==> src/rtl/sccb_arbiter_pkg.sv <==
// Shared definitions for the SCCB arbiter: FSM state codes, owner codes
// and default parameter values.
package sccb_arbiter_pkg;

  localparam int DEF_DATA_W  = 8;
  localparam int DEF_TIMEOUT = 1000000;

  typedef enum logic [2:0] {
    ST_IDLE      = 3'd0,
    ST_ISSUE     = 3'd1,
    ST_WAIT_BUSY = 3'd2,
    ST_WAIT_DONE = 3'd3,
    ST_FINISH    = 3'd4
  } state_t;

  typedef enum logic {
    OWN_A = 1'b0,
    OWN_B = 1'b1
  } owner_t;

endpackage

==> src/rtl/sccb_arbiter_if.sv <==
// Bundle of the two requester ports and the SCCB master port.
// The slave modport is the arbiter's view; the master modport is the
// environment's view (requesters plus SCCB master).
interface sccb_arbiter_if import sccb_arbiter_pkg::*; #(
  parameter int DATA_W = DEF_DATA_W
) ();

  // requester A
  logic              a_wr_req;
  logic              a_rd_req;
  logic [DATA_W-1:0] a_addr;
  logic [DATA_W-1:0] a_wdata;
  logic              a_ack;
  logic              a_done;
  logic              a_err;
  logic [DATA_W-1:0] a_rdata;
  logic              a_rdata_vld;

  // requester B
  logic              b_wr_req;
  logic              b_rd_req;
  logic [DATA_W-1:0] b_addr;
  logic [DATA_W-1:0] b_wdata;
  logic              b_ack;
  logic              b_done;
  logic              b_err;
  logic [DATA_W-1:0] b_rdata;
  logic              b_rdata_vld;

  // SCCB master side
  logic              m_wr_en;
  logic              m_rd_en;
  logic [DATA_W-1:0] m_addr;
  logic [DATA_W-1:0] m_wdata;
  logic              m_rdy;
  logic [DATA_W-1:0] m_rdata;
  logic              m_rdata_vld;

  modport slave (
    input  a_wr_req, a_rd_req, a_addr, a_wdata,
    output a_ack, a_done, a_err, a_rdata, a_rdata_vld,
    input  b_wr_req, b_rd_req, b_addr, b_wdata,
    output b_ack, b_done, b_err, b_rdata, b_rdata_vld,
    output m_wr_en, m_rd_en, m_addr, m_wdata,
    input  m_rdy, m_rdata, m_rdata_vld
  );

  modport master (
    output a_wr_req, a_rd_req, a_addr, a_wdata,
    input  a_ack, a_done, a_err, a_rdata, a_rdata_vld,
    output b_wr_req, b_rd_req, b_addr, b_wdata,
    input  b_ack, b_done, b_err, b_rdata, b_rdata_vld,
    input  m_wr_en, m_rd_en, m_addr, m_wdata,
    output m_rdy, m_rdata, m_rdata_vld
  );

endinterface

==> src/rtl/sccb_arbiter.sv <==
// Two-requester round-robin arbiter in front of a single SCCB master.
// A transaction is granted in IDLE, issued as a one-cycle enable pulse,
// tracked through the master's busy window and closed with a done pulse
// (plus err if the master never finishes within TIMEOUT cycles).
// rst_n is synchronous and active-high despite its name.
module sccb_arbiter import sccb_arbiter_pkg::*; #(
  parameter int DATA_W  = DEF_DATA_W,
  parameter int TIMEOUT = DEF_TIMEOUT
) (
  input  logic          clk,
  input  logic          rst_n,
  sccb_arbiter_if.slave bus,
  output logic          busy
);

  // Counter just wide enough to hold TIMEOUT-1 (TIMEOUT must be >= 2).
  localparam int CNT_W = $clog2(TIMEOUT);
  // The jump to FINISH is taken while the counter holds TIMEOUT-2, so the
  // counter lands on TIMEOUT-1 as err/done appear.
  localparam logic [CNT_W-1:0] CNT_PRE = CNT_W'(TIMEOUT - 2);

  state_t            state_reg, state_next;
  owner_t            owner_reg, last_grant_reg, grant_sel;
  logic [CNT_W-1:0]  cnt_reg;

  logic              a_any, b_any;
  logic              sel_wr;
  logic [DATA_W-1:0] sel_addr, sel_wdata;
  logic              start, timeout_hit, in_wait, finish_enter;

  logic              a_ack_reg, b_ack_reg;
  logic              a_done_reg, b_done_reg;
  logic              a_err_reg, b_err_reg;
  logic              a_vld_reg, b_vld_reg;
  logic              m_wr_en_reg, m_rd_en_reg;
  logic [DATA_W-1:0] m_addr_reg, m_wdata_reg;
  logic [DATA_W-1:0] a_rdata_reg, b_rdata_reg;

  assign a_any   = bus.a_wr_req | bus.a_rd_req;
  assign b_any   = bus.b_wr_req | bus.b_rd_req;
  assign in_wait = (state_reg == ST_WAIT_BUSY) || (state_reg == ST_WAIT_DONE);

  // Round-robin winner and its operation; write beats read for one requester.
  always_comb begin
    grant_sel = OWN_A;
    if (a_any && b_any) begin
      grant_sel = (last_grant_reg == OWN_A) ? OWN_B : OWN_A;
    end else if (b_any) begin
      grant_sel = OWN_B;
    end

    sel_wr    = bus.a_wr_req;
    sel_addr  = bus.a_addr;
    sel_wdata = bus.a_wdata;
    if (grant_sel == OWN_B) begin
      sel_wr    = bus.b_wr_req;
      sel_addr  = bus.b_addr;
      sel_wdata = bus.b_wdata;
    end
  end

  // Next-state logic; unknown state codes fall back to IDLE.
  always_comb begin
    state_next   = state_reg;
    start        = 1'b0;
    timeout_hit  = 1'b0;
    case (state_reg)
      ST_IDLE: begin
        if ((a_any || b_any) && bus.m_rdy) begin
          state_next = ST_ISSUE;
          start      = 1'b1;
        end
      end
      ST_ISSUE: begin
        state_next = ST_WAIT_BUSY;
      end
      ST_WAIT_BUSY: begin
        if (cnt_reg == CNT_PRE) begin
          state_next  = ST_FINISH;
          timeout_hit = 1'b1;
        end else if (!bus.m_rdy) begin
          state_next = ST_WAIT_DONE;
        end
      end
      ST_WAIT_DONE: begin
        // A real completion wins over a simultaneous timeout.
        if (bus.m_rdy) begin
          state_next = ST_FINISH;
        end else if (cnt_reg == CNT_PRE) begin
          state_next  = ST_FINISH;
          timeout_hit = 1'b1;
        end
      end
      ST_FINISH: begin
        state_next = ST_IDLE;
      end
      default: begin
        state_next = ST_IDLE;
      end
    endcase
  end

  assign finish_enter = in_wait && (state_next == ST_FINISH);

  // State register and transaction timeout counter.
  always_ff @(posedge clk) begin
    if (rst_n) begin
      state_reg <= ST_IDLE;
      cnt_reg   <= '0;
    end else begin
      state_reg <= state_next;
      if (state_reg == ST_ISSUE) begin
        cnt_reg <= '0;
      end else if (in_wait && (state_next != ST_FINISH)) begin
        cnt_reg <= cnt_reg + CNT_W'(1);
      end else if (timeout_hit) begin
        cnt_reg <= cnt_reg + CNT_W'(1);
      end
    end
  end

  // Latch the granted request; address/data are held until the next grant.
  always_ff @(posedge clk) begin
    if (rst_n) begin
      owner_reg      <= OWN_A;
      last_grant_reg <= OWN_B;
      m_addr_reg     <= '1;
      m_wdata_reg    <= '0;
    end else if (start) begin
      owner_reg      <= grant_sel;
      last_grant_reg <= grant_sel;
      m_addr_reg     <= sel_addr;
      m_wdata_reg    <= sel_wdata;
    end
  end

  // One-cycle handshake pulses: ack/enable on issue, done/err on finish.
  always_ff @(posedge clk) begin
    if (rst_n) begin
      a_ack_reg   <= 1'b0;
      b_ack_reg   <= 1'b0;
      m_wr_en_reg <= 1'b0;
      m_rd_en_reg <= 1'b0;
      a_done_reg  <= 1'b0;
      b_done_reg  <= 1'b0;
      a_err_reg   <= 1'b0;
      b_err_reg   <= 1'b0;
    end else begin
      a_ack_reg   <= start && (grant_sel == OWN_A);
      b_ack_reg   <= start && (grant_sel == OWN_B);
      m_wr_en_reg <= start && sel_wr;
      m_rd_en_reg <= start && !sel_wr;
      a_done_reg  <= finish_enter && (owner_reg == OWN_A);
      b_done_reg  <= finish_enter && (owner_reg == OWN_B);
      a_err_reg   <= timeout_hit && (owner_reg == OWN_A);
      b_err_reg   <= timeout_hit && (owner_reg == OWN_B);
    end
  end

  // Route master read data to the current owner only, one cycle later.
  always_ff @(posedge clk) begin
    if (rst_n) begin
      a_vld_reg   <= 1'b0;
      b_vld_reg   <= 1'b0;
      a_rdata_reg <= '0;
      b_rdata_reg <= '0;
    end else begin
      a_vld_reg <= 1'b0;
      b_vld_reg <= 1'b0;
      if (in_wait && bus.m_rdata_vld) begin
        if (owner_reg == OWN_A) begin
          a_rdata_reg <= bus.m_rdata;
          a_vld_reg   <= 1'b1;
        end else begin
          b_rdata_reg <= bus.m_rdata;
          b_vld_reg   <= 1'b1;
        end
      end
    end
  end

  assign busy            = (state_reg != ST_IDLE);

  assign bus.a_ack       = a_ack_reg;
  assign bus.a_done      = a_done_reg;
  assign bus.a_err       = a_err_reg;
  assign bus.a_rdata     = a_rdata_reg;
  assign bus.a_rdata_vld = a_vld_reg;

  assign bus.b_ack       = b_ack_reg;
  assign bus.b_done      = b_done_reg;
  assign bus.b_err       = b_err_reg;
  assign bus.b_rdata     = b_rdata_reg;
  assign bus.b_rdata_vld = b_vld_reg;

  assign bus.m_wr_en     = m_wr_en_reg;
  assign bus.m_rd_en     = m_rd_en_reg;
  assign bus.m_addr      = m_addr_reg;
  assign bus.m_wdata     = m_wdata_reg;

endmodule
==> src/flat_wrapper.sv <==
// flat-port wrapper written by rule: the top's interface ports become plain ports
module sccb_arbiter_flat import sccb_arbiter_pkg::*;
#(
  parameter int DATA_W  = DEF_DATA_W,
  parameter int TIMEOUT = DEF_TIMEOUT
)
  (clk, rst_n, busy, bus_a_wr_req, bus_a_rd_req, bus_a_addr, bus_a_wdata, bus_a_ack, bus_a_done, bus_a_err, bus_a_rdata, bus_a_rdata_vld, bus_b_wr_req, bus_b_rd_req, bus_b_addr, bus_b_wdata, bus_b_ack, bus_b_done, bus_b_err, bus_b_rdata, bus_b_rdata_vld, bus_m_wr_en, bus_m_rd_en, bus_m_addr, bus_m_wdata, bus_m_rdy, bus_m_rdata, bus_m_rdata_vld);
  sccb_arbiter_if #(.DATA_W(DATA_W)) bus_i ();
  input  logic clk;
  input  logic rst_n;
  output logic busy;
  input wire logic [$bits(bus_i.a_wr_req)-1:0] bus_a_wr_req;
  input wire logic [$bits(bus_i.a_rd_req)-1:0] bus_a_rd_req;
  input wire logic [$bits(bus_i.a_addr)-1:0] bus_a_addr;
  input wire logic [$bits(bus_i.a_wdata)-1:0] bus_a_wdata;
  output wire logic [$bits(bus_i.a_ack)-1:0] bus_a_ack;
  output wire logic [$bits(bus_i.a_done)-1:0] bus_a_done;
  output wire logic [$bits(bus_i.a_err)-1:0] bus_a_err;
  output wire logic [$bits(bus_i.a_rdata)-1:0] bus_a_rdata;
  output wire logic [$bits(bus_i.a_rdata_vld)-1:0] bus_a_rdata_vld;
  input wire logic [$bits(bus_i.b_wr_req)-1:0] bus_b_wr_req;
  input wire logic [$bits(bus_i.b_rd_req)-1:0] bus_b_rd_req;
  input wire logic [$bits(bus_i.b_addr)-1:0] bus_b_addr;
  input wire logic [$bits(bus_i.b_wdata)-1:0] bus_b_wdata;
  output wire logic [$bits(bus_i.b_ack)-1:0] bus_b_ack;
  output wire logic [$bits(bus_i.b_done)-1:0] bus_b_done;
  output wire logic [$bits(bus_i.b_err)-1:0] bus_b_err;
  output wire logic [$bits(bus_i.b_rdata)-1:0] bus_b_rdata;
  output wire logic [$bits(bus_i.b_rdata_vld)-1:0] bus_b_rdata_vld;
  output wire logic [$bits(bus_i.m_wr_en)-1:0] bus_m_wr_en;
  output wire logic [$bits(bus_i.m_rd_en)-1:0] bus_m_rd_en;
  output wire logic [$bits(bus_i.m_addr)-1:0] bus_m_addr;
  output wire logic [$bits(bus_i.m_wdata)-1:0] bus_m_wdata;
  input wire logic [$bits(bus_i.m_rdy)-1:0] bus_m_rdy;
  input wire logic [$bits(bus_i.m_rdata)-1:0] bus_m_rdata;
  input wire logic [$bits(bus_i.m_rdata_vld)-1:0] bus_m_rdata_vld;
  assign bus_i.a_wr_req = bus_a_wr_req;
  assign bus_i.a_rd_req = bus_a_rd_req;
  assign bus_i.a_addr = bus_a_addr;
  assign bus_i.a_wdata = bus_a_wdata;
  assign bus_a_ack = bus_i.a_ack;
  assign bus_a_done = bus_i.a_done;
  assign bus_a_err = bus_i.a_err;
  assign bus_a_rdata = bus_i.a_rdata;
  assign bus_a_rdata_vld = bus_i.a_rdata_vld;
  assign bus_i.b_wr_req = bus_b_wr_req;
  assign bus_i.b_rd_req = bus_b_rd_req;
  assign bus_i.b_addr = bus_b_addr;
  assign bus_i.b_wdata = bus_b_wdata;
  assign bus_b_ack = bus_i.b_ack;
  assign bus_b_done = bus_i.b_done;
  assign bus_b_err = bus_i.b_err;
  assign bus_b_rdata = bus_i.b_rdata;
  assign bus_b_rdata_vld = bus_i.b_rdata_vld;
  assign bus_m_wr_en = bus_i.m_wr_en;
  assign bus_m_rd_en = bus_i.m_rd_en;
  assign bus_m_addr = bus_i.m_addr;
  assign bus_m_wdata = bus_i.m_wdata;
  assign bus_i.m_rdy = bus_m_rdy;
  assign bus_i.m_rdata = bus_m_rdata;
  assign bus_i.m_rdata_vld = bus_m_rdata_vld;
  sccb_arbiter #(.DATA_W(DATA_W), .TIMEOUT(TIMEOUT)) u_core (.clk(clk), .rst_n(rst_n), .bus(bus_i), .busy(busy));
endmodule
==> config.mk <==
export PLATFORM = sky130hd
export DESIGN_NAME = sccb_arbiter_flat
export DESIGN_NICKNAME = d
export VERILOG_FILES = /design/src/rtl/sccb_arbiter_pkg.sv /design/src/rtl/sccb_arbiter_if.sv /design/src/rtl/sccb_arbiter.sv /design/src/flat_wrapper.sv
export SDC_FILE = /design/constraint.sdc
export NUM_CORES = 1
export LEC_CHECK = 0
export BUFFER_PORTS_ARGS = -buffer_cell sky130_fd_sc_hd__buf_4
export CORE_ASPECT_RATIO = 1.75
export CORE_MARGIN = 4
export CORE_UTILIZATION = 54
export DETAILED_ROUTE_END_ITERATION = 10
export MAX_ROUTING_LAYER = met4
export PLACE_DENSITY = 0.95
export SYNTH_ARGS = -nofsm -noshare
export SYNTH_HDL_FRONTEND = slang
export SYNTH_SLANG_ARGS = --single-unit
==> constraint.sdc <==
create_clock -name clk -period 4 [get_ports clk]
set_input_delay 0 -clock clk [delete_from_list [all_inputs] [get_ports clk]]
set_output_delay 0 -clock clk [all_outputs]
set_load 0.03 [all_outputs]
==> metrics.cfg, run 1 <==
[grt]
grt_max_degree=41
grt_pass1_wl_um=17000
track_usage=0.347
grt_overflow=0
grt_pass1_vias=3523
antenna_found_initial=0

[drt]
routed-wl-met3_um=721
wl_met2_um=5640
firstDrtPassIters=7
totalWireLength_um=10700
wl_met1_um=3640
num_vias=3327
top_layer=met4
drc=0
final_antenna_net_count=0
wl_per_cell_um=20.7
vias_per_cell=6.42
drt_iter0_drc=209

[critical_path]
required_ns=4.24
worstPathMaxFanout=11
reg2reg_from=u_core.state_reg[1]$_SDFF_PP0_
cp-start-kind=flop
crit_chain=nor3_1 -> nand3_1 -> nor2_1 -> a31oi_1 -> dlygate4sd3_1
arrival_ns=3.18
crit_slowest_cell=nor2_1
cp-end-kind=flop
crit_start=u_core.state_reg[1]$_SDFF_PP0_
worst-setup-path-type=flop to flop
max_stage_delay_ns=0.74

[placed_design]
placed_cells=461
place_area_um2=3460
io_buffers=90
pre_cts_slack_ns=1.78
gp_congestion=0.888
hpwl_um=5470

[layout]
drive_above_1_share=0.239
fillers=246
largest_register_ffs=20
instances_no_fill=518
nets=509
n_antenna_cell=0
syn2layout_area_growth_pct=45.6
stdcell_area_um2=4090

[floorplan]
io_pins=91
core_area_um2=5020
die_area_um2=6470
num_rows=34
dieWidth_um=62.5
initial_core_util=0.560
die_h_um=103

[yosys]
yosysSeqAreaShare=0.477
avgSynthCellArea_um2=8.29
synth_cell_types=42
synthCells=339
synth_fp_nets=389
syn_area_um2=2810
synth_seq_cells=67
yosys_warnings=0

[sta]
worst_slack_ns=1.06
tightestPinTransition_ns=1.18
finalClockSkew_ns=0.00962
report.final.setup_viol=0
final.setup.tns_ns=0
slew_violations=0
period_share=0.735
max_slew_margin=0.209
rsz0062_at_grt=false
period_minus_slack_ns=2.94
report.final.hold_viol_count=0
fmax_mhz=340

[clock_tree]
path_clk_slew_ns=0.09
htreeDepth=3
tritoncts=built
clk_latency_ns=0.35
cts_buffers=9
cts_root_buf=clkbuf_8
clk_path_buf_depth=2
cts.sinks=67

[pwr]
vdd_ir_drop_max_mv=0.297
pwr_density_cell_nw_per_um2=412
leakagePower_nw=1.62

[min_path]
hold_path_startpoint=bus_b_wdata[0]
min_path_type=input port to flop

[run]
drv_cap=0

[run_status]
status=complete, no violations

## critical path: cells and delay by family, from the launching register on
kind / cells / cell delay, ns
AND/OR/NAND/NOR: 3 / 1.58
buffers and inverters: 1 / 0.64
flip-flops: 1 / 0.43
AO/OA/AOI/OAI: 1 / 0.17
## synth_stat cells, drive strengths merged
cell type	number	share of area
nor3b	3	0.0080
and2b	1	0.0027
dfxtp	67	0.48
or4	13	0.035
and4	1	0.0031
nand2	59	0.079
nor4b	3	0.0093
a21oi	42	0.075
nand3	10	0.018
nor3	12	0.021
o21a	3	0.0080
a41o	1	0.0036
xnor2	3	0.0093
o31ai	12	0.032
a21boi	1	0.0027
inv	6	0.0080
nand4	6	0.013
xor2	1	0.0031
nand2b	1	0.0049
or3	2	0.0062
nor4	3	0.0067
and2	4	0.0098
or2	2	0.0044
o32ai	1	0.0031
and3	4	0.0089
o21ai	14	0.025
clkbuf	16	0.021
nand4b	1	0.0031
a31oi	8	0.018
buf	6	0.013
a211oi	8	0.021
ha	2	0.0089
nor4bb	1	0.0036
a311oi	1	0.0031
nand3b	2	0.0053
nor2	19	0.025
## path summary, 6_finish.rpt
path                                   endpoint  slack [ns]  cells after the start
min reg2reg  u_core.bus.b_rdata[2]$_SDFFE_PP0P_        0.48                      2
max           u_core.bus.m_addr[6]$_SDFFE_PP1P_        1.06                      5
min          u_core.bus.m_wdata[0]$_SDFFE_PP0P_        0.06                      3
max reg2reg   u_core.bus.m_addr[6]$_SDFFE_PP1P_        1.06                      5
## cell families after synthesis
logic type / after synthesis / synth area share
buffers and inverters: 28 / 0.0427
flip-flops: 67 / 0.477
AND/OR/NAND/NOR: 147 / 0.267
adder cells (fa/ha/maj): 2 / 0.00890
AO/OA/AOI/OAI: 91 / 0.191
XOR/XNOR: 4 / 0.0125
## layout by cell type, fill, tap and decap left out, types with 4 or more instances in the layout
cell type / n
nand4_1: 6
clkbuf_8: 9
o31ai_1: 12
buf_4: 90
a31oi_1: 8
nor3_1: 12
inv_1: 6
nor2_1: 19
or4_1: 13
dlygate4sd3_1: 41
nand2_1: 59
a211oi_1: 8
and3_1: 4
a21oi_1: 42
dfxtp_1: 67
o21ai_0: 13
nand3_1: 10
## metrics by stage
| stage | utilization | power, mW | hold WS, ns |
|---|---|---|---|
| 5_1_grt | 0.815 | 1.72 | 0.0799 |
| 3_3_place_gp | 0.689 | 0.975 | 0.257 |
| 4_1_cts | 0.815 | 1.65 | 0.00429 |
| 6_report | 0.815 | 1.69 | 0.0610 |
| 2_1_floorplan | - | 0.881 | 0.136 |
| 3_5_place_dp | 0.689 | 0.982 | 0.261 |
## layer usage
| layer | global-route usage | up-vias |
|---|---|---|
| li1 | - | 1458 |
| met1 | 0.334 | 1566 |
| met2 | 0.610 | 231 |
| met3 | 0.0778 | 72 |
| met4 | 0.260 | 0 |
| met5 | - | - |
## cell type report
type | instances | area (µm²) | area share
flip-flops and latches | 67 | 1340 | 0.328
multi-input cells | 244 | 1350 | 0.330
well taps | 54 | 67.6 | 0.0165
clock inverters | 7 | 101 | 0.0248
repair buffers | 131 | 1090 | 0.265
inverters | 6 | 22.5 | 0.00550
clock buffers | 9 | 124 | 0.0303
## repair_timing
action                                  in CTS  in global routing
endpoints found under the setup margin       0                  0
gates resized for setup                      0                  0
setup buffers                                0                  0
endpoints found under the hold margin       34                  0
hold buffers                                41                  0
## report_power, final
part	internal [mW]	switching, mW	leakage [nW]
clock	0.355	0.293	0.106
sequential	0.697	0.0280	0.545
combinational	0.134	0.180	0.964
total	1.19	0.501	1.62
Note: power is estimated with default switching activity, not from simulation.
==> run 2: changes to the inputs <==
--- a/config.mk
+++ b/config.mk
@@ -5,13 +5,14 @@
 export SDC_FILE = /design/constraint.sdc
 export NUM_CORES = 1
 export LEC_CHECK = 0
+export ABC_AREA = 1
 export BUFFER_PORTS_ARGS = -buffer_cell sky130_fd_sc_hd__buf_4
 export CORE_ASPECT_RATIO = 1.75
 export CORE_MARGIN = 4
-export CORE_UTILIZATION = 54
+export CORE_UTILIZATION = 45
 export DETAILED_ROUTE_END_ITERATION = 10
 export MAX_ROUTING_LAYER = met4
-export PLACE_DENSITY = 0.95
+export PLACE_DENSITY = 0.86
 export SYNTH_ARGS = -nofsm -noshare
 export SYNTH_HDL_FRONTEND = slang
 export SYNTH_SLANG_ARGS = --single-unit
==> constraint.sdc (replaced) <==
create_clock -name clk -period 2.37 [get_ports clk]
set_input_delay 0 -clock clk [delete_from_list [all_inputs] [get_ports clk]]
set_output_delay 0 -clock clk [all_outputs]
set_load 0.03 [all_outputs]
==> metrics.cfg, run 2 <==
[run_status]
status=complete, no violations

[critical_path]
reg2reg_from=u_core.state_reg[1]$_SDFF_PP0_
max_stage_delay_ns=0.56  ; -0.18 ns
r2r_end=u_core.bus.m_wdata[7]$_SDFFE_PP0P_
crit_slowest_cell=dlygate4sd3_1
cp-start-kind=input port
required_ns=2.60  ; -1.64 ns
arrival_ns=2.48  ; -0.70 ns
cp-end-kind=flop
rrSetupSlack_ns=0.13  ; -0.93 ns
reg2reg_depth=9  ; +4
worst-setup-path-type=input port to flop
worstPathMaxFanout=20  ; +9
crit_chain=dlygate4sd3_1 -> buf_4 -> nor2_1 -> nand2_1 -> nand2_2 -> nor2_8 -> buf_4 -> nand2_1 -> nand3_1 -> dlygate4sd3_1

[drt]
wl_per_cell_um=15.5  ; -25%
totalWireLength_um=9380  ; -12%
firstDrtPassIters=5  ; -2
final_antenna_net_count=0  ; unchanged
drt_iter0_drc=193  ; -7.7%
vias_per_cell=5.29  ; -18%
num_vias=3189  ; -4.1%
drc=0  ; unchanged

[grt]
grt_max_degree=30  ; -27%
grt_overflow=0  ; unchanged
grt_pass1_vias=3195  ; -9.3%
antenna_found_initial=0  ; unchanged
track_usage=0.261  ; -0.0861
grt_pass1_wl_um=14800  ; -13%

[clock_tree]
clk_path_buf_depth=2  ; unchanged
tritoncts=built
cts_buffers=9  ; unchanged
path_clk_slew_ns=0.07  ; -0.02 ns
htreeDepth=3  ; unchanged
cts_resized=0  ; unchanged
cts.sinks=67  ; unchanged
clk_latency_ns=0.35  ; about the same
cts_root_buf=clkbuf_8

[pwr]
pwr_density_cell_nw_per_um2=666  ; +62%
vdd_ir_drop_max_mv=0.445  ; +50%
leakagePower_nw=1.83  ; +13%
power_mw=2.81  ; +67%

[sta]
period_minus_slack_ns=2.24
report.final.setup_viol=0  ; unchanged
report.final.hold_viol_count=0  ; unchanged
period_share=0.946
max_slew_margin=0.667  ; +0.459
fmax_mhz=446
hold_ws_ns=0.0463  ; -0.0147 ns
tightestPinTransition_ns=0.498  ; -0.682 ns
final.setup.tns_ns=0  ; unchanged
slew_violations=0  ; unchanged
rsz0062_at_grt=false
finalClockSkew_ns=0.0131  ; +0.00350 ns

[floorplan]
initial_core_util=0.471  ; -0.0887
io_pins=91  ; unchanged
core_area_um2=5970  ; +19%
die_area_um2=7640  ; +18%
num_rows=37  ; +8.8%
dieWidth_um=67.8  ; +8.4%
die_h_um=113  ; +8.9%

[yosys]
yosysSeqAreaShare=0.476  ; -0.000636
synthTopCellsByCount=84 x nand2_1, 67 x dfxtp_1, 65 x nor2_1
synth_seq_cells=67  ; unchanged
synth_flop_cell=dfxtp_1
netlist_top_cells_area=dfxtp_1 48%, nand2_1 11%, nor2_1 8.7%
synthCells=380  ; +12%
async_reset_ff_frac=0  ; unchanged
synth_edf_count=0  ; unchanged
synth_cell_types=31  ; -26%
avgSynthCellArea_um2=7.41  ; -11%
yosys_warnings=0  ; unchanged
syn_area_um2=2820  ; +0.13%
yosys.area.top_type=dfxtp_1
synth_fp_nets=430  ; +11%
yosysMostFrequentCell=nand2_1
synth_top_area_share=0.476  ; -0.000636

[layout]
instances_no_fill=603  ; +16%
layout_commonest_cell=buf_4
utilization=0.707  ; -0.108
nets=570  ; +12%
n_antenna_cell=0  ; unchanged
drive_above_1_share=0.236  ; -0.00303
largest_register_ffs=20  ; unchanged
final_cell_mix=97 x buf_4, 84 x nand2_1, 67 x dfxtp_1
syn2layout_area_growth_pct=50.0

[placed_design]
placed_cells=537  ; +16%
gp_congestion=0.896  ; +0.82%
io_buffers=90  ; unchanged
hpwl_um=5650  ; +3.2%

[min_path]
min_path_type=input port to flop
worstHoldEndpoint=u_core.state_reg[2]$_SDFF_PP0_
hold_depth=2  ; -1
hold_path_startpoint=rst_n

[run]
drv_cap=0  ; unchanged

==> run 2: cell types whose count changed after synthesis, moves of 8 or more <==
cell	before	now
a211oi_1	8	0
a21oi_1	42	30
clkbuf_1	16	6
inv_1	6	28
nand2_1	59	84
nand3_1	10	33
nor2_1	19	65
o31ai_1	12	0
or4_1	13	0
==> run 2: repair_timing <==
item,in CTS,in global routing
endpoints found under the hold margin,36,0
hold buffers,43,0
endpoints found under the setup margin,0,12
setup buffers,0,7
==> run 2: worst max-delay path by stage <==
stage | from | endpoint | slack, ns
after CTS | u_core.state_reg[1]$_SDFF_PP0_ | u_core.bus.m_wdata[7]$_SDFFE_PP0P_ | 0.11
after global placement | u_core.state_reg[1]$_SDFF_PP0_ | u_core.bus.m_wdata[7]$_SDFFE_PP0P_ | 0.74
final | bus_a_wr_req | u_core.bus.m_addr[1]$_SDFFE_PP1P_ | 0.13
after floorplan | u_core.state_reg[1]$_SDFF_PP0_ | u_core.bus.m_wdata[7]$_SDFFE_PP0P_ | 0.86
after global routing | u_core.state_reg[1]$_SDFF_PP0_ | u_core.bus.m_wdata[7]$_SDFFE_PP0P_ | 0.001
after detailed placement | u_core.state_reg[1]$_SDFF_PP0_ | u_core.bus.m_wdata[7]$_SDFFE_PP0P_ | 0.67
==> run 2: worst max-delay path, delay by kind of cell <==
family	cells	cell delay, ns
buffers and inverters	4	1.43
and+or+nand+nor	6	1.03
==> run 2: layout make-up <==
cell class / count / area (µm²)
multi-input combinational: 271 / 1290
inverter: 31 / 116
timing repair buffer: 140 / 1160
clock buffer: 10 / 128
fill: 418 / 1750
clock inverter: 6 / 90.1
sequential: 67 / 1340
tap: 78 / 97.6
==> run 2: logic make-up after synthesis <==
family | synth area share
AND/OR/NAND/NOR | 0.334
flip-flops | 0.476
AO/OA/AOI/OAI | 0.106
buffers and inverters | 0.0649
XOR/XNOR | 0.00934
adder cells (fa/ha/maj) | 0.00889
==> run 2: routing by layer <==
metal | vias up | GRT usage | share of wire
met3 | 23 | 0.0541 | 0.062
met5 | - | - | 0
li1 | 1519 | - | -
met4 | 0 | 0.104 | 0.026
met1 | 1489 | 0.271 | 0.36
met2 | 158 | 0.463 | 0.55
==> run 2: power by group <==
| group | total, mW | switching (mW) | internal [mW] |
|---|---|---|---|
| registers | 1.22 | 0.0417 | 1.18 |
| logic | 0.545 | 0.306 | 0.239 |
| clock network | 1.05 | 0.451 | 0.594 |
| total | 2.81 | 0.799 | 2.01 |
==> run 2: per-stage QoR <==
step                setup WS, ns  instance area, µm²
floorplan                  0.859                2820
global placement           0.739                3520
detailed placement         0.672                3520
CTS                        0.110                4170
global route             0.00131                4220
finish                     0.127                4220
==> run 3: changes to the inputs <==
--- a/config.mk
+++ b/config.mk
@@ -13,6 +13,9 @@
 export DETAILED_ROUTE_END_ITERATION = 10
 export MAX_ROUTING_LAYER = met4
 export PLACE_DENSITY = 0.86
+export REMOVE_ABC_BUFFERS = 1
+export SLEW_MARGIN = 15
 export SYNTH_ARGS = -nofsm -noshare
 export SYNTH_HDL_FRONTEND = slang
 export SYNTH_SLANG_ARGS = --single-unit
+export TNS_END_PERCENT = 10
==> metrics.cfg, run 3 (synthesized netlist as in run 2, its figures left out) <==
[run_status]
status=complete, no violations

[grt]
grt_max_degree=30  ; unchanged
antenna_found_initial=0  ; unchanged
grt_pass1_wl_um=15600  ; +5.0%
grt_pass1_vias=3284  ; +2.8%
track_usage=0.280  ; +0.0190
grt_overflow=0  ; unchanged

[floorplan]
die_area_um2=7640  ; unchanged
num_rows=37  ; unchanged
io_pins=91  ; unchanged
core_area_um2=5970  ; unchanged
initial_core_util=0.471  ; unchanged
die_h_um=113  ; unchanged
dieWidth_um=67.8  ; unchanged

[clock_tree]
htreeDepth=3  ; unchanged
cts_buffers=9  ; unchanged
cts.sinks=67  ; unchanged
cts_root_buf=clkbuf_8
clk_latency_ns=0.35  ; about the same
clk_path_buf_depth=2  ; unchanged
path_clk_slew_ns=0.07  ; about the same
tritoncts=built

[run]
drv_cap=0  ; unchanged

[critical_path]
crit_slowest_cell=dlygate4sd3_1
cp_top_family=simple AND/OR/NAND/NOR gates
max_stage_delay_ns=0.61  ; +0.05 ns
required_ns=2.66  ; +0.06 ns
cp-start-kind=flop
cp-end-kind=flop
crit_chain=nor2_1 -> nand2_1 -> nor2_2 -> nand2_4 -> nor2_8 -> nand2_1 -> a31oi_1 -> dlygate4sd3_1
worstPathMaxFanout=20  ; unchanged
critical_path_buf_inv_count=1  ; -3
rrSetupSlack_ns=0.05  ; -0.07 ns
crit_top_cell=nand2_1
arrival_ns=2.60  ; +0.12 ns
worst-setup-path-type=flop to flop

[pwr]
p_comb_frac=0.200  ; +0.006
pwr_density_cell_nw_per_um2=645  ; -3.2%
cell_internal_pwr_mw=1.91  ; -5.4%
p_switching_uw=784  ; -1.9%
pwr-share-clk=0.344  ; -0.028
leakagePower_nw=1.79  ; -1.8%
seq_power_share=0.455  ; +0.020
vdd_ir_drop_max_mv=0.467  ; +4.9%
switching_share=0.292  ; +0.00745
power_mw=2.69  ; -4.4%

[drt]
totalWireLength_um=9520  ; +1.6%
final_antenna_net_count=0  ; unchanged
wl_per_cell_um=16.0  ; +2.6%
num_vias=3202  ; +0.41%
drt_iter0_drc=240  ; +24%
drc=0  ; unchanged
firstDrtPassIters=6  ; +1
vias_per_cell=5.36  ; +1.4%

[sta]
report.final.setup_viol=0  ; unchanged
max_slew_margin=0.645  ; -0.0224
hold_ws_ns=0.0248  ; -0.0215 ns
tightestPinTransition_ns=0.531  ; +0.0334 ns
final.setup.tns_ns=0  ; unchanged
period_minus_slack_ns=2.32  ; +0.0743 ns
period_share=0.978  ; +0.0314
slew_violations=0  ; unchanged
fmax_mhz=432  ; -3.2%
finalClockSkew_ns=0.0125  ; -0.000637 ns
worst_slack_ns=0.0525  ; -0.0743 ns
report.final.hold_viol_count=0  ; unchanged

[layout]
instances_no_fill=597  ; -1.0%
nets=564  ; -1.1%
layout_commonest_cell=buf_4
final_cell_mix=90 x buf_4, 84 x nand2_1, 67 x dfxtp_1
drive_above_1_share=0.225  ; -0.0108
largest_register_ffs=20  ; unchanged
syn2layout_area_growth_pct=48.1
fillers=400  ; -4.3%
n_antenna_cell=0  ; unchanged

[placed_design]
placed_cells=537  ; unchanged
pre_cts_slack_ns=0.644  ; -0.0278 ns
io_buffers=90  ; unchanged
hpwl_um=5570  ; -1.4%
gp_congestion=0.886  ; -1.1%

[min_path]
min_path_type=input port to flop

run 3: cell count changes in the layout (fill, tap and decap cells not counted), sizes merged:
cell / change
bufinv: -2
clkbuf: +5
clkinv: -2
clkinvlp: -1
buf: -6
run 3: path summary, 6_finish.rpt:
check                                     startpoint  cells after the start                                  to
setup / recovery      u_core.state_reg[1]$_SDFF_PP0_                      8  u_core.bus.m_wdata[6]$_SDFFE_PP0P_
hold / removal                          bus_b_wr_req                      4       u_core.bus.m_wr_en$_SDFF_PP0_
setup reg to reg      u_core.state_reg[1]$_SDFF_PP0_                      8  u_core.bus.m_wdata[6]$_SDFFE_PP0P_
hold reg to reg   u_core.last_grant_reg$_SDFFE_PP1P_                      2  u_core.last_grant_reg$_SDFFE_PP1P_
run 3: layout make-up:
cell class                      count  area, µm²  area share
Sequential cell                    67       1340       0.322
Multi-Input combinational cell    271       1300       0.311
Inverter                           31        116      0.0279
Tap cell                           78       97.6      0.0234
Clock buffer                       15        186      0.0447
Timing Repair Buffer              134       1130       0.270
Clock inverter                      1       5.00     0.00120
run 3: through the flow:
step / utilization / area, µm²
after floorplan: - / 2750
after global routing: 0.698 / 4170
final: 0.698 / 4170
after global placement: 0.590 / 3520
after CTS: 0.694 / 4140
after detailed placement: 0.590 / 3520
run 3: worst reg2reg max path, cell delays in order, from the launching register on:
cell           delay (ns)
dfxtp_1              0.33
nor2_1               0.13
nand2_1              0.10
nor2_2               0.22
nand2_4              0.24
nor2_8               0.31
nand2_1              0.12
a31oi_1              0.20
dlygate4sd3_1        0.61
run 3: per-layer routing:
metal  track usage  wire length [µm]  up-vias
met5             -                 0        -
met1         0.289              3330     1433
met4         0.158               487        0
met3        0.0691               768       48
li1              -                 -     1504
met2         0.467              4930      217
run 3: power groups by stage:
stage / Sequential (mW) / Combinational, mW / Clock [mW]
global placement: 1.24 / 0.418 / 0
floorplan: 1.32 / 0.155 / 0
detailed placement: 1.24 / 0.428 / 0
global route: 1.23 / 0.578 / 0.989
finish: 1.22 / 0.539 / 0.926
CTS: 1.22 / 0.504 / 0.908
run 3: what timing repair did:
| action | 4_1_cts | 5_1_grt |
|---|---|---|
| endpoints found under the hold margin | 36 | 0 |
| hold buffers | 43 | 0 |
| endpoints found under the setup margin | 0 | 16 |
| buffers inserted | 0 | 1 |
| gates resized for setup | 0 | 1 |
